File: src/rtl/lzc_norm_pkg.sv
// Shared constants for the leading-zero normaliser: fixed-point format and
// the count-width helper used wherever a 0..WIDTH count must be held.
package lzc_norm_pkg;

    localparam int unsigned QM = 10;
    localparam int unsigned QN = 10;
    localparam int unsigned FIX_WIDTH = QM + QN;

    // Bits needed to hold any count in 0..w inclusive.
    function automatic int unsigned lzc_width(int unsigned w);
        return $clog2(w + 1);
    endfunction

endpackage

File: src/rtl/lzc_core.sv
// Combinational leading-zero counter; an all-zero input yields WIDTH.
module lzc_core
    import lzc_norm_pkg::*;
#(
    parameter int unsigned WIDTH = FIX_WIDTH,
    localparam int unsigned LZW = lzc_width(WIDTH)
) (
    input  logic [WIDTH-1:0] i_data,
    output logic [LZW-1:0]   o_lzc
);

    if (WIDTH < 1) begin : g_bad_width
        $error("lzc_core: WIDTH must be at least 1");
    end

    // Scan upward so the highest set bit is the last one to write the count.
    always_comb begin
        o_lzc = LZW'(WIDTH);
        for (int i = 0; i < WIDTH; i++) begin
            if (i_data[i]) begin
                o_lzc = LZW'(WIDTH - 1 - i);
            end
        end
    end

endmodule

File: src/rtl/lzc_norm.sv
// Two-stage leading-zero count and normalise with valid/ready flow control:
// S1 takes magnitude and count, S2 barrel-shifts the magnitude left by it.
module lzc_norm
    import lzc_norm_pkg::*;
#(
    parameter int unsigned WIDTH  = FIX_WIDTH,
    parameter bit          SIGNED = 1'b0,
    localparam int unsigned LZW   = lzc_width(WIDTH)
) (
    input  logic             clk,
    input  logic             reset_n,
    input  logic             i_valid,
    output logic             i_ready,
    input  logic [WIDTH-1:0] i_data,
    output logic             o_valid,
    input  logic             o_ready,
    output logic [LZW-1:0]   o_lzc,
    output logic [WIDTH-1:0] o_norm,
    output logic             o_zero,
    output logic             o_sign
);

    if (WIDTH < 2 || WIDTH > 64) begin : g_bad_width
        $error("lzc_norm: WIDTH must lie in 2..64");
    end

    logic             adv1, adv2;
    logic             ld1, ld2;
    logic             v1_q, v1_d;
    logic             v2_q, v2_d;
    logic             sign_in;
    logic [WIDTH-1:0] mag;
    logic [LZW-1:0]   lzc_in;
    logic [WIDTH-1:0] mag1_q, mag1_d;
    logic             sign1_q, sign1_d;
    logic [LZW-1:0]   lzc1_q, lzc1_d;
    logic [WIDTH-1:0] shifted;
    logic [WIDTH-1:0] norm2_q, norm2_d;
    logic [LZW-1:0]   lzc2_q, lzc2_d;
    logic             zero2_q, zero2_d;
    logic             sign2_q, sign2_d;

    // Negation wraps, so the most-negative operand keeps its own bit pattern.
    always_comb begin
        sign_in = SIGNED && i_data[WIDTH-1];
        mag     = sign_in ? ((~i_data) + WIDTH'(1)) : i_data;
    end

    lzc_core #(
        .WIDTH(WIDTH)
    ) u_lzc_core (
        .i_data(mag),
        .o_lzc (lzc_in)
    );

    // Log-stage shifter; a count of WIDTH shifts everything out, leaving zero.
    always_comb begin
        shifted = mag1_q;
        for (int k = 0; k < LZW; k++) begin
            if (lzc1_q[k]) begin
                shifted = shifted << (1 << k);
            end
        end
    end

    always_comb begin
        adv2 = !v2_q || o_ready;
        adv1 = !v1_q || adv2;
        ld1  = adv1 && i_valid;
        ld2  = adv2 && v1_q;

        v1_d = adv1 ? i_valid : v1_q;
        v2_d = adv2 ? v1_q : v2_q;

        mag1_d  = ld1 ? mag : mag1_q;
        sign1_d = ld1 ? sign_in : sign1_q;
        lzc1_d  = ld1 ? lzc_in : lzc1_q;

        norm2_d = ld2 ? shifted : norm2_q;
        lzc2_d  = ld2 ? lzc1_q : lzc2_q;
        zero2_d = ld2 ? (mag1_q == '0) : zero2_q;
        sign2_d = ld2 ? sign1_q : sign2_q;
    end

    always_ff @(posedge clk or negedge reset_n) begin
        if (!reset_n) begin
            v1_q    <= 1'b0;
            v2_q    <= 1'b0;
            mag1_q  <= '0;
            sign1_q <= 1'b0;
            lzc1_q  <= '0;
            norm2_q <= '0;
            lzc2_q  <= '0;
            zero2_q <= 1'b0;
            sign2_q <= 1'b0;
        end else begin
            v1_q    <= v1_d;
            v2_q    <= v2_d;
            mag1_q  <= mag1_d;
            sign1_q <= sign1_d;
            lzc1_q  <= lzc1_d;
            norm2_q <= norm2_d;
            lzc2_q  <= lzc2_d;
            zero2_q <= zero2_d;
            sign2_q <= sign2_d;
        end
    end

    assign i_ready = adv1;
    assign o_valid = v2_q;
    assign o_lzc   = lzc2_q;
    assign o_norm  = norm2_q;
    assign o_zero  = zero2_q;
    assign o_sign  = sign2_q;

endmodule

File: config.mk
export PLATFORM = sky130hd
export DESIGN_NAME = lzc_norm
export DESIGN_NICKNAME = d
export VERILOG_FILES = /design/src/rtl/lzc_norm_pkg.sv /design/src/rtl/lzc_core.sv /design/src/rtl/lzc_norm.sv
export SDC_FILE = /design/constraint.sdc
export NUM_CORES = 1
export LEC_CHECK = 0
export ABC_CLOCK_PERIOD_IN_PS = 2550
export CORE_MARGIN = 2
export CORE_UTILIZATION = 35
export DETAILED_ROUTE_END_ITERATION = 8
export GPL_TIMING_DRIVEN = 0
export PLACE_DENSITY_LB_ADDON = 0.3
export SLEW_MARGIN = 20
export SYNTH_ARGS = -nofsm -noshare
export SYNTH_HDL_FRONTEND = slang
export SYNTH_SLANG_ARGS = --single-unit
export TNS_END_PERCENT = 100
File: constraint.sdc
create_clock -name clk -period 2.55 [get_ports clk]
set_input_delay 0.3825 -clock clk [delete_from_list [all_inputs] [get_ports clk]]
set_output_delay 0.3825 -clock clk [all_outputs]
set_load 0.01 [all_outputs]
==> results of run 1 <==
cell families after synthesis:
family	count (synthesis)	share of synthesized area (%)
AND/OR/NAND/NOR	99	15.2
AO/OA/AOI/OAI	66	13.3
multiplexers	55	24.4
flip-flops	53	41.8
buffers and inverters	28	5.13
other	1	0.118
layer usage:
layer	global-route usage [%]	up-vias	wire length, µm
met5	0	-	0
met4	4.11	0	117
met3	2.46	9	343
met2	27.1	59	3760
met1	23.4	1246	3610
li1	-	1238	-
cells in the final DEF, fill, tap and decap left out, types with 2 or more instances in the layout:
master           count
nand2_1             40
mux2_2              19
clkbuf_1            10
mux4_1               5
a21oi_1             11
nor2b_1              2
buf_4                5
nor2_1              15
nor3_1               8
dfrtp_1             53
or3_1                2
o31ai_1              3
a32o_1               2
o221ai_1             4
o21ai_1              4
mux4_2               9
o41ai_1              2
nor4_1               8
nand3_1              4
inv_1                5
buf_6                2
mux2i_1             21
and3_1               2
clkbuf_8             6
a211oi_1             4
buf_2                6
a22o_1               2
o21ai_0             25
nand3b_1             4
clkdlybuf4s50_1     50
nand2b_1             7
cell type report:
cell class | instances | area share [%]
plain buffers | 23 | 3.69
clock buffers | 7 | 2.21
inverters | 5 | 0.481
multi-input cells | 221 | 43.1
flip-flops and latches | 53 | 34.0
well taps | 108 | 3.46
repair buffers | 51 | 13.0
critical path, cell delays in order (launching register included):
cell      delay (ns)
dfrtp_1         0.33
clkbuf_1        0.26
buf_2           0.28
mux4_2          0.34
mux2i_1         0.23
nor3_1          0.07
a211oi_1        0.26
o21ai_1         0.09
Yosys cell counts (all sizes together):
cell,number,area (µm²)
nor3b,1,7.51
and2,2,12.5
a221o,1,10.0
o21a,1,7.51
nor4b,1,8.76
a22o,2,17.5
and3,2,12.5
nor3,8,40.0
mux2,20,229
buf,13,103
mux4,14,334
o21ai,29,145
o221ai,4,35.0
nand2b,7,43.8
nor4bb,1,10.0
nor2,15,56.3
conb,1,3.75
nand3b,4,30.0
dfrtp,53,1330
o21bai,1,7.51
or4b,1,10.0
a311oi,1,8.76
a211oi,4,30.0
a32o,2,20.0
a31oi,1,6.26
nand3,4,20.0
nand2,40,150
or2,1,6.26
mux2i,21,210
clkbuf,10,41.3
or3,2,12.5
o31ai,3,22.5
nor2b,2,12.5
a21o,1,7.51
o22a,1,8.76
a2111oi,1,15.0
inv,5,18.8
o211ai,1,7.51
nor4,8,50.1
a21oi,11,55.1
o41ai,2,17.5
worst min-delay path by stage:
stage / slack, ns / cells after the start / endpoint
after detailed placement: 0.46 / 1 / o_lzc[3]$_DFFE_PN0P_
final: 0.09 / 1 / o_lzc[3]$_DFFE_PN0P_
after global placement: 0.46 / 2 / o_lzc[4]$_DFFE_PN0P_
after floorplan: 0.09 / 0 / lzc1_q[0]$_DFFE_PN0P_
after CTS: 0.13 / 1 / o_lzc[3]$_DFFE_PN0P_
after global routing: 0.15 / 1 / v1_q$_DFFE_PN0N_
stage by stage:
step           cells  util [%]  worst slack [ns]  hold WS (ns)  power, µW
6_report         468      44.5             0.563        0.0935       2580
5_1_grt          468      44.5             0.408         0.149       2750
4_1_cts          468      44.5             0.567         0.129       2600
3_5_place_dp     461      43.5             0.352         0.462       2130
3_3_place_gp     461      43.5            -0.439         0.462       2110
2_1_floorplan    302         -             0.879        0.0869       1690
flip-flops by register name (all words and copies together) (netlist names):
| name | cells |
|---|---|
| o_valid | 1 |
| v1_q | 1 |
| mag1_q | 20 |
| lzc1_q | 5 |
| o_lzc | 5 |
| o_norm | 20 |
| o_zero | 1 |
power groups by stage:
stage | Combinational [µW] | Sequential (µW) | Clock (µW)
6_report | 968 | 1140 | 473
5_1_grt | 1050 | 1170 | 530
4_1_cts | 974 | 1140 | 487
3_5_place_dp | 972 | 1160 | 0
3_3_place_gp | 961 | 1150 | 0
2_1_floorplan | 527 | 1160 | 0
==> results.ini, run 1 <==
[run_status]
status = completed

[critical_path]
r2r-end = o_norm[18]$_DFFE_PN0P_
endpoint = o_norm[18]$_DFFE_PN0P_
setup.worst_path.start_class = register
worstSetupPathType = register to register
crit_path_start = lzc1_q[2]$_DFFE_PN0P_
reg2reg_from = lzc1_q[2]$_DFFE_PN0P_
r2r_cells = 7
path_max_fanout = 10
r2r_slack_ns = 0.56
crit_arrival_ns = 2.16
cp-end-kind = register
worstPathRequired_ns = 2.72

[grt]
antenna_found_initial = 0
grt_use_total_pct = 16.6
grt_max_degree = 54
grt_pass1_vias = 2560
grt_pass1_wl_mm = 13.1
gr-total-overflow = 0

[cts]
clk_pin_slew_ns = 0.09
clockBufferDepth = 2
numCtsBuffers = 5
clock_latency_ns = 0.31
tritoncts = built
cts_resized = 0
postCtsSetupBuffers = 0
htree_levels = 2
root_buffer = clkbuf_8
cts_sinks = 53
postCtsHoldBufs = 0

[floorplanning]
placementRows = 34
io_pins = 53
start_util_pct = 36.2
coreArea_mm2 = 0.00876
die_h_um = 99.2
die-area_mm2 = 0.00984
die_width_um = 99.2

[sta]
fmax_mhz = 503
finalSetupViolCount = 0
fin_crit_ns = 1.99
hold_viol_final = 0
finClkSkew_ns = 0.00779
rsz0062_at_grt = false
slew_viol_final = 0
max-slew-margin-rel_pct = 56.7
post-route-period-util_pct = 77.9
tightest_slew_ns = 0.650
finalSetupTns_ns = 0

[layout]
seq_area_mm2 = 0.00133
multi_input_area_mm2 = 0.00168
finalInstanceArea_mm2 = 0.00390
drive_above_1_share_pct = 14.2
fillers = 847
area_delta_synth_final_pct = 23.0
fin_nets = 384
diodes = 0

[placed_design]
post_dp_cell_area_mm2 = 0.00381
place.gp.congestion = 0.851
hpwl_mm = 6.09
io_buffers = 51

[route]
ant_nets = 0
drt_pass1_iterations = 4
vias = 2552
routed_wl_mm = 7.84
vias_per_cell = 5.45
wl_per_cell_um = 16.7
drcViolationCount = 0
first_iter_violations = 104

[hold_path]
hp-class = input pin to asynchronous set/reset pin

[synthesis]
syn_avg_cell_area_um2 = 10.5
synth_cell_types = 49
synth_nets = 326
yosysSeqAreaShare_pct = 41.8
yosysWarnings = 0
postSynthCellCount = 302
synthesis.area_mm2 = 0.00317
synth-seq-cells = 53

[pwr]
combPwrFrac_pct = 37.5
p_int_uw = 1750
peakVddDrop_mv = 0.237
p_sw_uw = 833
power_frac_clock_pct = 18.4
sw_frac_of_total_pct = 32.3
power_frac_seq_pct = 44.1
p_leak_uw = 0.00156
power_density_mw_per_mm2 = 661

[flow_run]
cap_violations = 0

(Power assumes the default switching activity.)
==> run 2: changes to the inputs <==
- ABC_CLOCK_PERIOD_IN_PS: 2550 -> 1990
- clock period: 2.55 -> 1.99 ns (I/O delays scaled with it)
==> run 2 against run 1 <==
Effect of this change:
- register-to-register slack worse by 0.47 ns
- final cell count fell by 0.21%
- die area is the same
- critical path type unchanged
==> results.ini, run 2 (synthesis results as in run 1) <==
[run_status]
status = completed

[cts]
root_buffer = clkbuf_8
clock_latency_ns = 0.31
cts_sinks = 53
tritoncts = built
clockBufferDepth = 2
numCtsBuffers = 5
clk_pin_slew_ns = 0.10
postCtsHoldBufs = 0
htree_levels = 2

[floorplanning]
coreArea_mm2 = 0.00876
die_width_um = 99.2
io_pins = 53
placementRows = 34
die-area_mm2 = 0.00984
start_util_pct = 36.2
die_h_um = 99.2

[placed_design]
hpwl_mm = 6.09
io_buffers = 51
post_dp_cell_area_mm2 = 0.00381
dp_cells = 461
place.gp.congestion = 0.851

[route]
wl_per_cell_um = 16.8
vias = 2542
first_iter_violations = 110
routed_wl_mm = 7.87
vias_per_cell = 5.44
drt_pass1_iterations = 4
ant_nets = 0
drcViolationCount = 0

[critical_path]
worstSetupPathType = register to register
r2r_cells = 7
path_max_fanout = 10
cp-end-kind = register
r2r_slack_ns = 0.1
crit_path_start = lzc1_q[1]$_DFFE_PN0P_
endpoint = o_norm[18]$_DFFE_PN0P_
worstPathRequired_ns = 2.16
reg2reg_from = lzc1_q[1]$_DFFE_PN0P_
r2r-end = o_norm[18]$_DFFE_PN0P_
setup.worst_path.start_class = register
crit_arrival_ns = 2.07

[layout]
fin_cells = 467
drive_above_1_share_pct = 14.5
final_common_cell = dfrtp_1
diodes = 0
area_delta_synth_final_pct = 23.0
finalInstanceArea_mm2 = 0.00390
final_cell_mix = dfrtp_1 (53), clkdlybuf4s50_1 (50), nand2_1 (40), o21ai_0 (25), mux2i_1 (20)
fin_nets = 383

[grt]
grt_pass1_wl_mm = 13.1
gr-total-overflow = 0
grt_pass1_vias = 2560
grt_use_total_pct = 16.6
grt_max_degree = 54
antenna_found_initial = 0

[sta]
fin_crit_ns = 1.89
post-route-period-util_pct = 95.1
slew_viol_final = 0
hold_viol_final = 0
max-slew-margin-rel_pct = 56.4
finalSetupViolCount = 0
tightest_slew_ns = 0.654
fmax_mhz = 528
finClkSkew_ns = 0.00904
finalSetupTns_ns = 0
rsz0062_at_grt = false

[hold_path]
hp-class = input pin to asynchronous set/reset pin

[pwr]
peakVddDrop_mv = 0.309
power_density_mw_per_mm2 = 850
p_leak_uw = 0.00156

[flow_run]
cap_violations = 0

[run 2: report_power, final]
part	total, µW	switching [µW]	leakage (µW)	internal, µW
Clock	609	332	0.0000443	277
Combinational	1250	559	0.000867	687
Sequential	1460	183	0.000650	1280
[run 2: per-layer routing]
layer	global-route usage (%)	up-vias	wire, µm
met1	23.4	1244	3710
met3	2.46	7	291
met4	4.11	0	85
met5	0	-	0
met2	27.1	58	3780
li1	-	1233	-
[run 2: what timing repair did]
| action | CTS | global route |
|---|---|---|
| buffers inserted | 0 | 0 |
| resized for setup | 0 | 1 |
| endpoints found under the setup margin | 0 | 3 |
[run 2: worst min-delay path by stage]
stage          cells past startpoint               endpoint
3_3_place_gp                       2   o_lzc[4]$_DFFE_PN0P_
6_report                           1   o_lzc[3]$_DFFE_PN0P_
5_1_grt                            1       v1_q$_DFFE_PN0N_
4_1_cts                            1   o_lzc[3]$_DFFE_PN0P_
2_1_floorplan                      0  lzc1_q[0]$_DFFE_PN0P_
3_5_place_dp                       1   o_lzc[3]$_DFFE_PN0P_
[run 2: final cells by class]
cell class	count	area, µm²
Fill cell	846	4860
Multi-Input combinational cell	221	1690
Sequential cell	53	1330
Timing Repair Buffer	51	508
Buffer	22	140
Tap cell	108	135
Clock buffer	7	86.3
Inverter	5	18.8
[run 2: critical path, stage by stage, from the launching register on]
cell and delay, ns:
dfrtp_1 0.35, buf_6 0.14, buf_12 0.14, mux4_2 0.52, mux2i_2 0.20, nor3_1 0.06, a211oi_1 0.26, o21ai_1 0.09
[run 2: stage by stage]
stage / setup slack, ns / power, µW / util (%) / hold slack (ns)
CTS: 0.00672 / 3330 / 44.5 / 0.0448
floorplan: 0.319 / 2170 / - / 0.00291
global route: 0.00493 / 3520 / 44.5 / 0.0647
global placement: -0.915 / 2700 / 43.5 / 0.462
finish: 0.0972 / 3310 / 44.5 / 0.00960
detailed placement: -0.124 / 2730 / 43.5 / 0.378
==> run 3: changes to the inputs <==
- CELL_PAD_IN_SITES_DETAIL_PLACEMENT: not set -> 1
- CELL_PAD_IN_SITES_GLOBAL_PLACEMENT: not set -> 1
- SKIP_CTS_REPAIR_TIMING: not set -> 1
==> run 3 against run 2 <==
Effect of this change:
- non-clock buffer count is the same
- global-route usage grew 1.4 points
- count of clock-buffer cells in the layout shrank 1
- hold slack gained 0.0083 ns
- power grew 5.9%
- die area is the same
==> results.ini, run 3 (synthesis results as in run 1) <==
[placed_design]
hpwl_mm = 6.68
post_dp_cell_area_mm2 = 0.00381
place.gp.congestion = 0.854
io_buffers = 51

[grt]
antenna_found_initial = 0
grt_pass1_vias = 2678
grt_max_degree = 54
grt_use_total_pct = 18.0
gr-total-overflow = 0
grt_pass1_wl_mm = 14.2

[cts]
tritoncts = built
clk_pin_slew_ns = 0.10
cts_sinks = 53
numCtsBuffers = 5
htree_levels = 2
clock_latency_ns = 0.31
clockBufferDepth = 2
root_buffer = clkbuf_8

[route]
vias_per_cell = 5.54
topRoutingLayerUsed = met4
first_iter_violations = 51
drt_pass1_iterations = 4
wl_met1_mm = 4.06
routed_wl_mm = 8.60
vias = 2594
wl_per_cell_um = 18.4
wl_met3_um = 259
ant_nets = 0
drcViolationCount = 0
wl_met2_mm = 4.21

[critical_path]
crit_arrival_ns = 2.10
setup.worst_path.start_class = register
worstSetupPathType = register to register
worstPathRequired_ns = 2.18
cp_slowest_cell = mux4_1
critPathMaxStageDelay_ns = 0.62
worstPathCellList = mux4_1 -> nor3b_1 -> a2111oi_4 -> a21oi_1 -> o21ai_1
cp-end-kind = register
path_max_fanout = 4

[floorplanning]
placementRows = 34
start_util_pct = 36.2
die-area_mm2 = 0.00984
coreArea_mm2 = 0.00876
die_h_um = 99.2
io_pins = 53
die_width_um = 99.2

[sta]
slew_viol_final = 0
finalSetupViolCount = 0
post-route-period-util_pct = 96.0
max-slew-margin-rel_pct = 55.4
fmax_mhz = 524
hold_viol_final = 0
fin_crit_ns = 1.91
finClkSkew_ns = 0.0101
rsz0062_at_grt = false
finalSetupTns_ns = 0
tightest_slew_ns = 0.668

[layout]
fillers = 1026
finalInstanceArea_mm2 = 0.00395
area_delta_synth_final_pct = 24.6
drive_above_1_share_pct = 15.0
fin_nets = 383
final_common_cell = dfrtp_1
final_cell_mix = dfrtp_1 (53), clkdlybuf4s50_1 (50), nand2_1 (40), o21ai_0 (25), mux2i_1 (20)
diodes = 0

[flow_run]
cap_violations = 0

[pwr]
peakVddDrop_mv = 0.318
total_power_uw = 3510
p_leak_uw = 0.00158
power_density_mw_per_mm2 = 888

[hold_path]
hp-class = input pin to asynchronous set/reset pin

[run_status]
status = completed

[run 3: cell types whose count changed in the layout (fill, tap and decap cells not counted), sizes merged]
cell / change
clkinvlp: +1
bufinv: +1
buf: -2
clkbuf: +1
[run 3: worst paths after layout]
| kind | startpoint | to | slack, ns | cells after the start |
|---|---|---|---|---|
| max | lzc1_q[0]$_DFFE_PN0P_ | o_norm[19]$_DFFE_PN0P_ | 0.08 | 5 |
| min reg2reg | o_lzc[0]$_DFFE_PN0P_ | o_lzc[0]$_DFFE_PN0P_ | 0.48 | 2 |
| min | reset_n | o_lzc[3]$_DFFE_PN0P_ | 0.02 | 1 |
| min in group clk | o_lzc[0]$_DFFE_PN0P_ | o_lzc[0]$_DFFE_PN0P_ | 0.48 | 2 |
| max in group asynchronous | reset_n | mag1_q[19]$_DFFE_PN0P_ | 1.52 | 1 |
| max reg2reg | lzc1_q[0]$_DFFE_PN0P_ | o_norm[19]$_DFFE_PN0P_ | 0.08 | 5 |
[run 3: per-stage QoR]
stage	util (%)	hold slack (ns)	cells	setup WS [ns]
global placement	43.5	0.460	461	-0.955
finish	45.1	0.0179	468	0.0805
floorplan	-	0.00291	302	0.319
CTS	44.9	0.0349	469	-0.0167
detailed placement	43.5	0.385	461	-0.121
global route	45.1	0.0594	468	0.00168
[run 3: layout make-up]
type,count,area [µm²],area share (%)
Buffer,22,145,3.67
Clock buffer,6,82.6,2.09
Clock inverter,2,37.5,0.950
Inverter,5,18.8,0.475
Multi-Input combinational cell,221,1700,43.0
Sequential cell,53,1330,33.6
Tap cell,108,135,3.42
Timing Repair Buffer,51,508,12.9
[run 3: routing by layer]
layer  global-route usage, %  vias up
li1                        -     1236
met1                    24.3     1304
met2                    30.8       46
met3                    2.74        8
met4                    3.90        0
met5                       0        -
[run 3: power by group]
part / switching (µW) / internal [µW] / leakage (µW)
Combinational: 588 / 695 / 0.000869
Sequential: 184 / 1280 / 0.000650
Clock: 358 / 409 / 0.0000574
Total: 1130 / 2380 / 0.00158
[run 3: worst max-delay path, delay by kind of cell, from the launching register on]
kind               cells  cell delay (ns)
AOI/OAI and AO/OA      3             0.33
DFF                    1             0.46
and+or+nand+nor        1             0.40
muxes                  1             0.62
